### src/rtl/player_bullet_pool_if.sv
// player_bullet_pool_if: player inputs, hit reports and bullet slot outputs of the bullet pool
interface player_bullet_pool_if;
   logic play;
   logic [7:0] keycode;
   logic [9:0] playerX, playerY, playerW;
   logic facing;
   logic [4:0] hit_clr;
   logic [9:0] bX, bY, b1X, b1Y, b2X, b2Y, b3X, b3Y, b4X, b4Y;
   logic [4:0] bActive;
   logic shot;
   modport master (
      output play, keycode, playerX, playerY, playerW, facing, hit_clr,
      input bX, bY, b1X, b1Y, b2X, b2Y, b3X, b3Y, b4X, b4Y, bActive, shot
   );
   modport slave (
      input play, keycode, playerX, playerY, playerW, facing, hit_clr,
      output bX, bY, b1X, b1Y, b2X, b2Y, b3X, b3Y, b4X, b4Y, bActive, shot
   );
endinterface

### src/rtl/player_bullet_pool.sv
// player_bullet_pool: five-slot player bullet launcher, mover and retirer, one step per frame
module player_bullet_pool #(
   parameter logic [7:0] FIRE_KEY = 8'h0D,
   parameter int SPEED = 4,
   parameter int COOLDOWN = 8,
   parameter int Y_OFS = 20,
   parameter int SCREEN_W = 640,
   parameter logic [9:0] PARK = 10'd1023
) (
   input logic frame_clk,
   input logic Reset,
   player_bullet_pool_if.slave io
);
   localparam int CW = $clog2(COOLDOWN + 1);
   typedef enum logic {IDLE, FLY} state_t;
   state_t st [5];
   logic [9:0] x [5];
   logic [9:0] y [5];
   logic [4:0] dir, act;
   logic [CW-1:0] cd;
   logic key_q, shot_q, press, launch;
   logic [2:0] sel;
   // descending scan so the lowest-index idle slot wins
   always_comb begin
      sel = 3'd0;
      act = '0;
      for (int i = 4; i >= 0; i--) begin
         act[i] = st[i] == FLY;
         if (st[i] == IDLE) sel = 3'(i);
      end
   end
   assign press = io.keycode == FIRE_KEY && !key_q;
   assign launch = press && cd == '0 && act != '1;
   always_ff @(posedge frame_clk) begin
      if (Reset) begin
         for (int i = 0; i < 5; i++) begin
            st[i] <= IDLE;
            x[i] <= PARK;
            y[i] <= PARK;
         end
         dir <= '0;
         cd <= '0;
         key_q <= 1'b0;
         shot_q <= 1'b0;
      end else if (io.play) begin
         key_q <= io.keycode == FIRE_KEY;
         shot_q <= launch;
         cd <= launch ? CW'(COOLDOWN) : (cd != '0 ? cd - CW'(1) : cd);
         for (int i = 0; i < 5; i++) begin
            if (st[i] == FLY) begin
               if (io.hit_clr[i] || (dir[i] && {1'b0, x[i]} + 11'(SPEED) >= 11'(SCREEN_W))
                   || (!dir[i] && x[i] < 10'(SPEED))) begin
                  st[i] <= IDLE;
                  x[i] <= PARK;
                  y[i] <= PARK;
               end else x[i] <= dir[i] ? x[i] + 10'(SPEED) : x[i] - 10'(SPEED);
            end else if (launch && sel == 3'(i)) begin
               st[i] <= FLY;
               x[i] <= io.facing ? io.playerX + io.playerW : io.playerX;
               y[i] <= io.playerY - 10'(Y_OFS);
               dir[i] <= io.facing;
            end
         end
      end else shot_q <= 1'b0;
   end
   assign io.bX = x[0];
   assign io.bY = y[0];
   assign io.b1X = x[1];
   assign io.b1Y = y[1];
   assign io.b2X = x[2];
   assign io.b2Y = y[2];
   assign io.b3X = x[3];
   assign io.b3Y = y[3];
   assign io.b4X = x[4];
   assign io.b4Y = y[4];
   assign io.bActive = act;
   assign io.shot = shot_q;
endmodule

### src/flat_wrapper.sv
// flat-port wrapper written by rule: the top's interface ports become plain ports
module player_bullet_pool_flat 
#(
   parameter logic [7:0] FIRE_KEY = 8'h0D,
   parameter int SPEED = 4,
   parameter int COOLDOWN = 8,
   parameter int Y_OFS = 20,
   parameter int SCREEN_W = 640,
   parameter logic [9:0] PARK = 10'd1023
)
  (frame_clk, Reset, io_play, io_keycode, io_playerX, io_playerY, io_playerW, io_facing, io_hit_clr, io_bX, io_bY, io_b1X, io_b1Y, io_b2X, io_b2Y, io_b3X, io_b3Y, io_b4X, io_b4Y, io_bActive, io_shot);
  player_bullet_pool_if io_i ();
  input logic frame_clk;
  input logic Reset;
  input wire logic [$bits(io_i.play)-1:0] io_play;
  input wire logic [$bits(io_i.keycode)-1:0] io_keycode;
  input wire logic [$bits(io_i.playerX)-1:0] io_playerX;
  input wire logic [$bits(io_i.playerY)-1:0] io_playerY;
  input wire logic [$bits(io_i.playerW)-1:0] io_playerW;
  input wire logic [$bits(io_i.facing)-1:0] io_facing;
  input wire logic [$bits(io_i.hit_clr)-1:0] io_hit_clr;
  output wire logic [$bits(io_i.bX)-1:0] io_bX;
  output wire logic [$bits(io_i.bY)-1:0] io_bY;
  output wire logic [$bits(io_i.b1X)-1:0] io_b1X;
  output wire logic [$bits(io_i.b1Y)-1:0] io_b1Y;
  output wire logic [$bits(io_i.b2X)-1:0] io_b2X;
  output wire logic [$bits(io_i.b2Y)-1:0] io_b2Y;
  output wire logic [$bits(io_i.b3X)-1:0] io_b3X;
  output wire logic [$bits(io_i.b3Y)-1:0] io_b3Y;
  output wire logic [$bits(io_i.b4X)-1:0] io_b4X;
  output wire logic [$bits(io_i.b4Y)-1:0] io_b4Y;
  output wire logic [$bits(io_i.bActive)-1:0] io_bActive;
  output wire logic [$bits(io_i.shot)-1:0] io_shot;
  assign io_i.play = io_play;
  assign io_i.keycode = io_keycode;
  assign io_i.playerX = io_playerX;
  assign io_i.playerY = io_playerY;
  assign io_i.playerW = io_playerW;
  assign io_i.facing = io_facing;
  assign io_i.hit_clr = io_hit_clr;
  assign io_bX = io_i.bX;
  assign io_bY = io_i.bY;
  assign io_b1X = io_i.b1X;
  assign io_b1Y = io_i.b1Y;
  assign io_b2X = io_i.b2X;
  assign io_b2Y = io_i.b2Y;
  assign io_b3X = io_i.b3X;
  assign io_b3Y = io_i.b3Y;
  assign io_b4X = io_i.b4X;
  assign io_b4Y = io_i.b4Y;
  assign io_bActive = io_i.bActive;
  assign io_shot = io_i.shot;
  player_bullet_pool #(.FIRE_KEY(FIRE_KEY), .SPEED(SPEED), .COOLDOWN(COOLDOWN), .Y_OFS(Y_OFS), .SCREEN_W(SCREEN_W), .PARK(PARK)) u_core (.frame_clk(frame_clk), .Reset(Reset), .io(io_i));
endmodule
### config.mk
export PLATFORM = sky130hd
export DESIGN_NAME = player_bullet_pool_flat
export DESIGN_NICKNAME = d
export VERILOG_FILES = /design/src/rtl/player_bullet_pool_if.sv /design/src/rtl/player_bullet_pool.sv /design/src/flat_wrapper.sv
export SDC_FILE = /design/constraint.sdc
export NUM_CORES = 1
export LEC_CHECK = 0
export ABC_AREA = 1
export ABC_CLOCK_PERIOD_IN_PS = 3600
export CAP_MARGIN = 20
export CORE_MARGIN = 5
export CORE_UTILIZATION = 40
export CTS_CLUSTER_DIAMETER = 50
export CTS_CLUSTER_SIZE = 40
export DETAILED_ROUTE_END_ITERATION = 8
export PLACE_DENSITY = 0.65
export SLEW_MARGIN = 25
export SYNTH_ARGS = -nofsm -noshare
export SYNTH_HDL_FRONTEND = slang
export SYNTH_SLANG_ARGS = --single-unit
### constraint.sdc
create_clock -name frame_clk -period 3.6 [get_ports frame_clk]
set_clock_uncertainty 0.1 [all_clocks]
set_input_delay 0.36 -clock frame_clk [delete_from_list [all_inputs] [get_ports frame_clk]]
set_output_delay 0.36 -clock frame_clk [all_outputs]
set_load 0.005 [all_outputs]
### After elaboration in Yosys (flattened, before gate mapping)

Memories as Yosys holds them, arrays and structs flattened.
Index checks and enable logic that the tools add are counted.

| word-level totals | value |
|---|---|
| flip-flop bits (word level) | 11 |
| RAM bits | 105 |
| input port bits | 47 |
| output and inout port bits | 106 |
| word-level logic and storage cells | 256 |
| memories | 3 |

| operators by class | value |
|---|---|
| add/subtract/negate cells | 18 |
| order comparisons | 10 |
| equal/unequal tests | 6 |
| multiplexer cells | 125 |
| bitwise operators | 41 |
| reductions and logical operators | 45 |

Memory list:

| name | depth | width | read ports | clocked after memory_dff | write ports | RTL line | RTL |
|---|---|---|---|---|---|---|---|
| u_core.x | 5 | 10 | 5 | 0 | 5 | player_bullet_pool.sv:17 | `logic [9:0] x [5];` |
| u_core.y | 5 | 10 | 5 | 0 | 5 | player_bullet_pool.sv:18 | `logic [9:0] y [5];` |
| u_core.st | 5 | 1 | 5 | 0 | 5 | player_bullet_pool.sv:16 | `state_t st [5];` |

Operators by type and width:

| operator | count |
|---|---|
| 2-to-1 mux 10 bit | 31 |
| 2-to-1 mux 1 bit | 87 |
| adder 10 x 3 -> 11 bit, second input constant | 5 |
| greater-or-equal comparator 11 x 10 -> 1 bit, second input constant | 5 |
| adder 10 x 3 -> 10 bit, second input constant | 5 |
| less-than comparator 10 x 3 -> 1 bit, second input constant | 5 |
| subtractor 10 x 3 -> 10 bit, second input constant | 5 |
| OR 1 bit | 35 |
| logical AND 1 bit | 18 |
| 2-to-1 mux 3 bit | 5 |
| AND reduction 3 bit | 5 |
| adder 10 bit | 1 |
| logical OR 1 bit | 10 |
| subtractor 10 x 5 -> 10 bit, second input constant | 1 |
| == test 8 x 4 -> 1 bit, second input constant | 1 |
| 2-to-1 mux 4 bit | 2 |
| == test 3 x 2 -> 1 bit, second input constant | 2 |
| logical NOT 1 bit | 6 |
| inverter 1 bit | 6 |
| != test 5 bit, second input constant | 1 |
| logical NOT 4 bit | 1 |
| nonzero test 4 bit | 1 |
| subtractor 4 x 1 -> 4 bit, second input constant | 1 |
| == test 3 x 1 -> 1 bit, second input constant | 1 |
| 5 further kinds | 5 |

### Logic depth before layout (Yosys ltp)

Gate-level depths: netlist of run 1.

| logic depth | value |
|---|---|
| word-level depth | 13 |
| gate-level depth with buffers | 15 |
| gate-level depth less buffers | 15 |

### Worst setup path after synthesis of run 1

No wires, ideal clock.

| timing | value |
|---|---|
| path type | flip-flop to flip-flop |
| start point | register u_core.cd[0] |
| end point | memory u_core.st[3] in the netlist's numbering (enable) |
| library setup time | 0.382 ns |
| arrival time | 2.092 ns |
| required time | 3.118 ns |
| setup slack | 1.026 ns |
| stages on the path, launching flop included | 11 |
| path buffers | 0 |
| clock period less this slack | 2.574 ns |
| cell sequence | dfxtp_1 inv_1 ha_1 inv_1 nor2_1 nand2_1 nor3_2 nand3_4 nor2_2 a21oi_1 a21oi_1 |

RTL lines:

| what | RTL line | RTL |
|---|---|---|
| start: declaration | player_bullet_pool.sv:20 | `logic [CW-1:0] cd;` |
| start signal: assignment | player_bullet_pool.sv:48 | `cd <= launch ? CW'(COOLDOWN) : (cd != '0 ? cd - CW'(1) : cd);` |
| end: declaration | player_bullet_pool.sv:16 |  |

==> results of run 1 <==
## power by group
part	switching, W	total (W)	internal, W
Sequential	0.0000201	0.00151	0.00149
Clock	0.000610	0.00183	0.00122
Combinational	0.000309	0.000499	0.000190
Total	0.000939	0.00384	0.00290
## sequential cells by signal, indices dropped and copies added (netlist names)
name            cells
u_core.x           50
u_core.y           50
u_core.dir          5
u_core.st           5
u_core.cd           4
u_core.io.shot      1
u_core.key_q        1
## worst paths after layout
kind | start | to | slack (ns) | cells after the start
hold reg to reg | u_core.cd[0] | u_core.cd[0] | 0.36 | 2
setup reg to reg | u_core.cd[0] | u_core.y[2][6] | 0.79 | 11
setup / recovery | u_core.cd[0] | u_core.y[2][6] | 0.79 | 11
hold / removal | u_core.cd[0] | u_core.cd[0] | 0.36 | 2
## routing by layer
metal / GRT usage / vias up
met3: 0.0795 / 29
met5: 0 / -
met2: 0.325 / 216
li1: - / 3245
met1: 0.256 / 2951
met4: 0.0719 / 0
## layout make-up
class,instances,area share
Sequential cell,116,0.351
Timing Repair Buffer,165,0.169
Multi-Input combinational cell,634,0.342
Clock inverter,15,0.0221
Tap cell,225,0.0294
Clock buffer,17,0.0444
Inverter,105,0.0412
## cell usage in the layout, fill, tap and decap left out, types with 4 or more instances in the layout
cell type          n
nand4_1            8
nor3_1            14
o211ai_1           5
edfxtp_1         104
xnor2_1            9
xor2_1            28
o22ai_1            5
o21a_1             6
clkbuf_16         17
buf_4             13
nor2_2             5
nand3_1           80
inv_1             97
o21ai_1            7
bufinv_16          5
clkinv_1           4
ha_1              21
clkdlybuf4s50_1  152
o21ai_0           42
nand2_1          256
nor2_1            70
nor2_4             4
inv_2              7
dfxtp_1           12
a31oi_1            6
a21oi_1           38
## metrics by stage
step / instance area, um^2 / worst slack (ns)
5_1_grt: 9570 / 0.568
2_1_floorplan: 7150 / 1.03
3_3_place_gp: 8930 / 0.461
3_5_place_dp: 8930 / 0.420
4_1_cts: 9570 / 0.779
6_report: 9570 / 0.795
## tightest hold or removal path, delay by kind of cell (launching register included)
| kind | cells | cell delay [ns] |
|---|---|---|
| and+or+nand+nor | 1 | 0.06 |
| DFF | 1 | 0.31 |
| AOI/OAI and AO/OA | 1 | 0.06 |
## cells by family after synthesis
group	synth area share
buf+inv	0.0707
xor+xnor	0.0454
flops	0.471
fa+ha+maj	0.0396
simple gates	0.274
compound gates	0.0988
mux	0.00140
==> flow_metrics.env, run 1 <==
export IMPL_synth_ff_type="edfxtp_1"
export IMPL_cpPeakStageDelay_ns=0.57
export IMPL_finalHoldWorstSlack_ns=0.362
export IMPL_clk_pin_slew_ns=0.05
export IMPL_postLayoutCoreUtil=0.550
export IMPL_min_period_ns=2.81
export IMPL_floorplan_initialDensity=0.410
export IMPL_io_pins=153
export IMPL_top_layer="met4"
export IMPL_cts_root_buf="clkbuf_16"
export IMPL_grt_setup_unrepaired="false"
export IMPL_timing_critical_path_mode_cell="inv_1"
export IMPL_area_growth_syn_to_layout_pct=34.0
export IMPL_reported_leakage_power_nw=3.85
export IMPL_die_height_um=144
export IMPL_vias=6441
export IMPL_grt_pass1_vias=6104
export IMPL_global_route_congestion_overflow_total=0
export IMPL_grt_use_total=0.205
export IMPL_vdd_drop_max_mv=0.383
export IMPL_numCtsBuffers=17
export IMPL_floorplan_core_area_um2=17400
export IMPL_setup_tns_ns=0
export IMPL_path_buf_inv=3
export IMPL_fmax_mhz=356
export IMPL_place_detailed_hpwl_um=15800
export IMPL_die_w_um=144
export IMPL_tritoncts="done"
export IMPL_placementRows=48
export IMPL_post_layout_nonfiller_instances=1277
export IMPL_yosysTopAreaCellShare=0.437
export IMPL_cts_path_max_buffers=2
export IMPL_final_hold_violation_count=0
export IMPL_placed_cells=1245
export IMPL_cts_resized_gates=0
export IMPL_ctsHtreeMaxLevel=4
export IMPL_grt_start_max_net_pins=20
export IMPL_worst_skew_pair_late_latency_ns=0.41
export IMPL_run_status="completed"
export IMPL_post_synth_num_cell_types=45
export IMPL_post_route_cells_drive_above_1_share=0.0713
export IMPL_die_area_um2=20600
export IMPL_wire_length_per_cell_after_detailed_routing_um=16.4
export IMPL_netlist_top_cells_area="edfxtp_1 44%, nand2_1 13%, nand3_1 5.6%"
export IMPL_setup_violations=0
export IMPL_fill_cells=1641
export IMPL_path_delay_family="simple AND/OR/NAND/NOR gates"
export IMPL_detailroute_wirelength_met3_um=2120
export IMPL_worst_setup_path_end_kind="flop"
export IMPL_clock_sink_count=116
export IMPL_yosys_cell_count_top_type="nand2_1"
export IMPL_detail_route_vias_per_cell=5.04
export IMPL_postRouteAntennaNets=0
export IMPL_post_synth_top_area_cell="edfxtp_1"
export IMPL_place_port_buffers=152
export IMPL_synth_yosys_warnings=0
export IMPL_syn_inst_count=877
export IMPL_critical_path_slowest_cell="o21a_1"
export IMPL_iter_0_drt_violations=407
export IMPL_syn_area_um2=7150
export IMPL_drc=0
export IMPL_critPathKind="reg -> reg"
export IMPL_nets=1108
export IMPL_cts_hold_fix_buffers=0
export IMPL_critPathArrivalTime_ns=2.76
export IMPL_totalPowerFinal_w=0.00384
export IMPL_slew_limit_headroom=0.365
export IMPL_syn_num_nets=946
export IMPL_grt_first_pass_wirelength_um=32500
export IMPL_multiInputGateArea_um2=3280
export IMPL_crit_chain="inv_1 > ha_1 > inv_1 > nor2_1 > nand2_1 > nor3_2 > nand3_4 > nor2_4 > inv_2 > o211ai_2 > o21a_1"
export IMPL_min_period_over_period=0.779
export IMPL_worst_hold_path_type="reg -> reg"
export IMPL_required_time_of_the_worst_setup_path_ns=3.55
export IMPL_sequential_cell_area_fraction_in_the_yosys_report=0.471
export IMPL_met2_wirelength_um=9650
export IMPL_worst_slew_pin_transition_ns=0.943
export IMPL_drtPass1Iterations=4
export IMPL_routedLengthMet1_um=8690
export IMPL_synth_ff_latch_count=116
export IMPL_grt_antenna_before_repair=0
export IMPL_asyncSetResetFlopFracSynth=0
export IMPL_startpoint_type="flop"
export IMPL_crit_path_max_fanout=11
export IMPL_insertedDiodeCount=0
export IMPL_netlist_top_cells_count="256 x nand2_1, 104 x edfxtp_1, 97 x inv_1"
export IMPL_synth_enable_flop_cells=104
export IMPL_timing_max_cap_violations=0
export IMPL_post_synth_cell_area_avg_um2=8.15
export IMPL_powerDensity_nw_per_um2=401
export IMPL_post_cts_repair_setup_buffers=0
export IMPL_regArea_um2=3360
export IMPL_routed_wl_um=20900
export IMPL_pins_over_their_slew_limit=0
export IMPL_gpl_final_weighted_congestion=0.889
(Power assumes the default switching activity.)
==> inputs of run 2 (changes only) <==
--- a/config.mk
+++ b/config.mk
@@ -6,14 +6,14 @@
 export NUM_CORES = 1
 export LEC_CHECK = 0
 export ABC_AREA = 1
-export ABC_CLOCK_PERIOD_IN_PS = 3600
+export ABC_CLOCK_PERIOD_IN_PS = 2250
 export CAP_MARGIN = 20
 export CORE_MARGIN = 5
 export CORE_UTILIZATION = 40
 export CTS_CLUSTER_DIAMETER = 50
 export CTS_CLUSTER_SIZE = 40
 export DETAILED_ROUTE_END_ITERATION = 8
-export PLACE_DENSITY = 0.65
+export PLACE_DENSITY = 0.68
 export SLEW_MARGIN = 25
 export SYNTH_ARGS = -nofsm -noshare
 export SYNTH_HDL_FRONTEND = slang
==> constraint.sdc (replaced) <==
create_clock -name frame_clk -period 2.25 [get_ports frame_clk]
set_clock_uncertainty 0.1 [all_clocks]
set_input_delay 0.225 -clock frame_clk [delete_from_list [all_inputs] [get_ports frame_clk]]
set_output_delay 0.225 -clock frame_clk [all_outputs]
set_load 0.005 [all_outputs]
==> run 2 against run 1 <==
The run now ends with setup timing left. First-iteration DRC count rose by 26%. Routed wire length is 11% higher. Utilization rose by 8.2 points. Register-to-register slack worse by 0.80 ns. Flip-flop and latch count is the same. Worst setup slack worse by 0.80 ns. Combinational power grew 110%. Via count rose by 12%. Cell count rose by 11%. Critical path type unchanged.
==> flow_metrics.env, run 2 (synthesis gave the netlist of run 1 again) <==
export IMPL_slew_limit_headroom=0.691
export IMPL_place_detailed_hpwl_um=16900
export IMPL_drtPass1Iterations=5
export IMPL_wire_length_per_cell_after_detailed_routing_um=16.4
export IMPL_setup_violations=11
export IMPL_nets=1245
export IMPL_min_period_ns=2.26
export IMPL_final_hold_violation_count=0
export IMPL_post_layout_nonfiller_instances=1412
export IMPL_global_route_congestion_overflow_total=0
export IMPL_cts_path_max_buffers=2
export IMPL_vdd_drop_max_mv=0.598
export IMPL_grt_start_max_net_pins=19
export IMPL_iter_0_drt_violations=513
export IMPL_floorplan_initialDensity=0.410
export IMPL_path_delay_family="simple AND/OR/NAND/NOR gates"
export IMPL_tritoncts="done"
export IMPL_worst_slew_pin_transition_ns=0.459
export IMPL_clk_pin_slew_ns=0.05
export IMPL_totalPowerFinal_w=0.00622
export IMPL_critical_path_slowest_cell="edfxtp_1"
export IMPL_failing_checks="setup timing"
export IMPL_postRouteAntennaNets=0
export IMPL_postLayoutCoreUtil=0.631
export IMPL_gpl_final_weighted_congestion=0.883
export IMPL_routed_wl_um=23100
export IMPL_timing_max_cap_violations=0
export IMPL_final_setup_worst_slack_ns=-0.00671
export IMPL_setup_tns_ns=-0.0634
export IMPL_pins_over_their_slew_limit=0
export IMPL_regToRegStartpoint="u_core.x[3][2]"
export IMPL_place_port_buffers=152
export IMPL_grt_setup_unrepaired="true"
export IMPL_worst_hold_startpoint="u_core.cd[1]"
export IMPL_timing_critical_path_mode_cell="nand2_1"
export IMPL_io_pins=153
export IMPL_area_growth_syn_to_layout_pct=53.9
export IMPL_worst_hold_path_type="reg -> reg"
export IMPL_path_buf_inv=2
export IMPL_fill_cells=1462
export IMPL_biggestRegsByFlops="u_core.x (50), u_core.y (50)"
export IMPL_floorplan_core_area_um2=17400
export IMPL_reported_leakage_power_nw=4.60
export IMPL_grt_pass1_vias=6855
export IMPL_critPathKind="reg -> reg"
export IMPL_startpoint_of_the_worst_setup_timing_path="u_core.x[3][2]"
export IMPL_die_area_um2=20600
export IMPL_required_time_of_the_worst_setup_path_ns=2.28
export IMPL_cpPeakStageDelay_ns=0.45
export IMPL_placed_cells=1351
export IMPL_placementRows=48
export IMPL_startpoint_type="flop"
export IMPL_final_common_cell="nand2_1"
export IMPL_die_w_um=144
export IMPL_preCtsSetupSlack_ns=-0.460
export IMPL_grt_first_pass_wirelength_um=35100
export IMPL_post_route_cells_drive_above_1_share=0.230
export IMPL_powerDensity_nw_per_um2=566
export IMPL_grt_use_total=0.219
export IMPL_die_height_um=144
export IMPL_min_period_over_period=1.00
export IMPL_detail_route_vias_per_cell=5.13
export IMPL_cts_root_buf="clkbuf_16"
export IMPL_drc=0
export IMPL_insertedDiodeCount=0
export IMPL_critPathArrivalTime_ns=2.29
export IMPL_worst_skew_pair_late_latency_ns=0.42
export IMPL_crit_chain="ha_2 > nand3_2 > o21ai_1 > nand2_1 > nand2_1 > nand2_1 > nand2_1 > nand2_1 > nand4_1 > nor2_2 > buf_4 > a21oi_4 > buf_12"
export IMPL_clock_sink_count=116
export IMPL_ctsHtreeMaxLevel=4
export IMPL_vias=7238
export IMPL_worst_setup_path_end_kind="flop"
export IMPL_most_common_layout_cells="244 x nand2_1, 152 x clkdlybuf4s50_1, 134 x buf_4, 104 x edfxtp_1, 91 x inv_1"
export IMPL_fmax_mhz=443
export IMPL_grt_antenna_before_repair=0
export IMPL_crit_path_max_fanout=11
export IMPL_run_status="finished with violations"
export IMPL_numCtsBuffers=17
## run 2: worst paths after layout
path | end | slack [ns] | cells after the start
worst max-delay path | u_core.y[3][6] | -0.007 | 13
worst min-delay path | u_core.cd[1] | 0.37 | 2
worst min register to register | u_core.cd[1] | 0.37 | 2
worst max register to register | u_core.y[3][6] | -0.007 | 13
## run 2: worst reg2reg max path, stage by stage (launching register included)
cell and delay [ns]:
edfxtp_1 0.45, ha_2 0.23, nand3_2 0.10, o21ai_1 0.15, nand2_1 0.08, nand2_1 0.07
nand2_1 0.04, nand2_1 0.05, nand2_1 0.05, nand4_1 0.12, nor2_2 0.08, buf_4 0.16
a21oi_4 0.13, buf_12 0.16
## run 2: power breakdown
group / switching (W) / internal (W) / total [W]
sequential: 0.0000322 / 0.00239 / 0.00243
clock: 0.000925 / 0.00182 / 0.00275
combinational: 0.000578 / 0.000469 / 0.00105
total: 0.00154 / 0.00469 / 0.00622
## run 2: cell type report
class	instances	area, um^2	area share
multi-input cells	638	3650	0.332
clock buffers	19	433	0.0394
flip-flops and latches	116	3360	0.306
well taps	225	282	0.0256
inverters	105	397	0.0361
clock inverters	11	161	0.0147
repair buffers	298	2710	0.247
## run 2: layer usage
metal / vias up / part of all wire / global-route usage / wire length, um
met3: 48 / 0.10 / 0.0869 / 2350
li1: 3543 / - / - / -
met5: - / 0 / 0 / 0
met1: 3383 / 0.40 / 0.260 / 9220
met4: 0 / 0.032 / 0.0877 / 741
met2: 264 / 0.47 / 0.357 / 10800
## run 2: metrics by stage
stage / hold slack (ns) / area, um^2
CTS: 0.370 / 10500
global route: 0.389 / 11000
global placement: 0.360 / 9850
finish: 0.368 / 11000
floorplan: 0.270 / 7190
detailed placement: 0.363 / 9850
## run 2: repair_timing
action / CTS / global route
gates resized for setup: 9 / 73
hold buffers: 0 / 0
cloned: 0 / 5
endpoints found under the hold margin: 0 / 0
pin swaps: 2 / 21
setup buffers: 2 / 26
setup endpoints to repair: 39 / 165
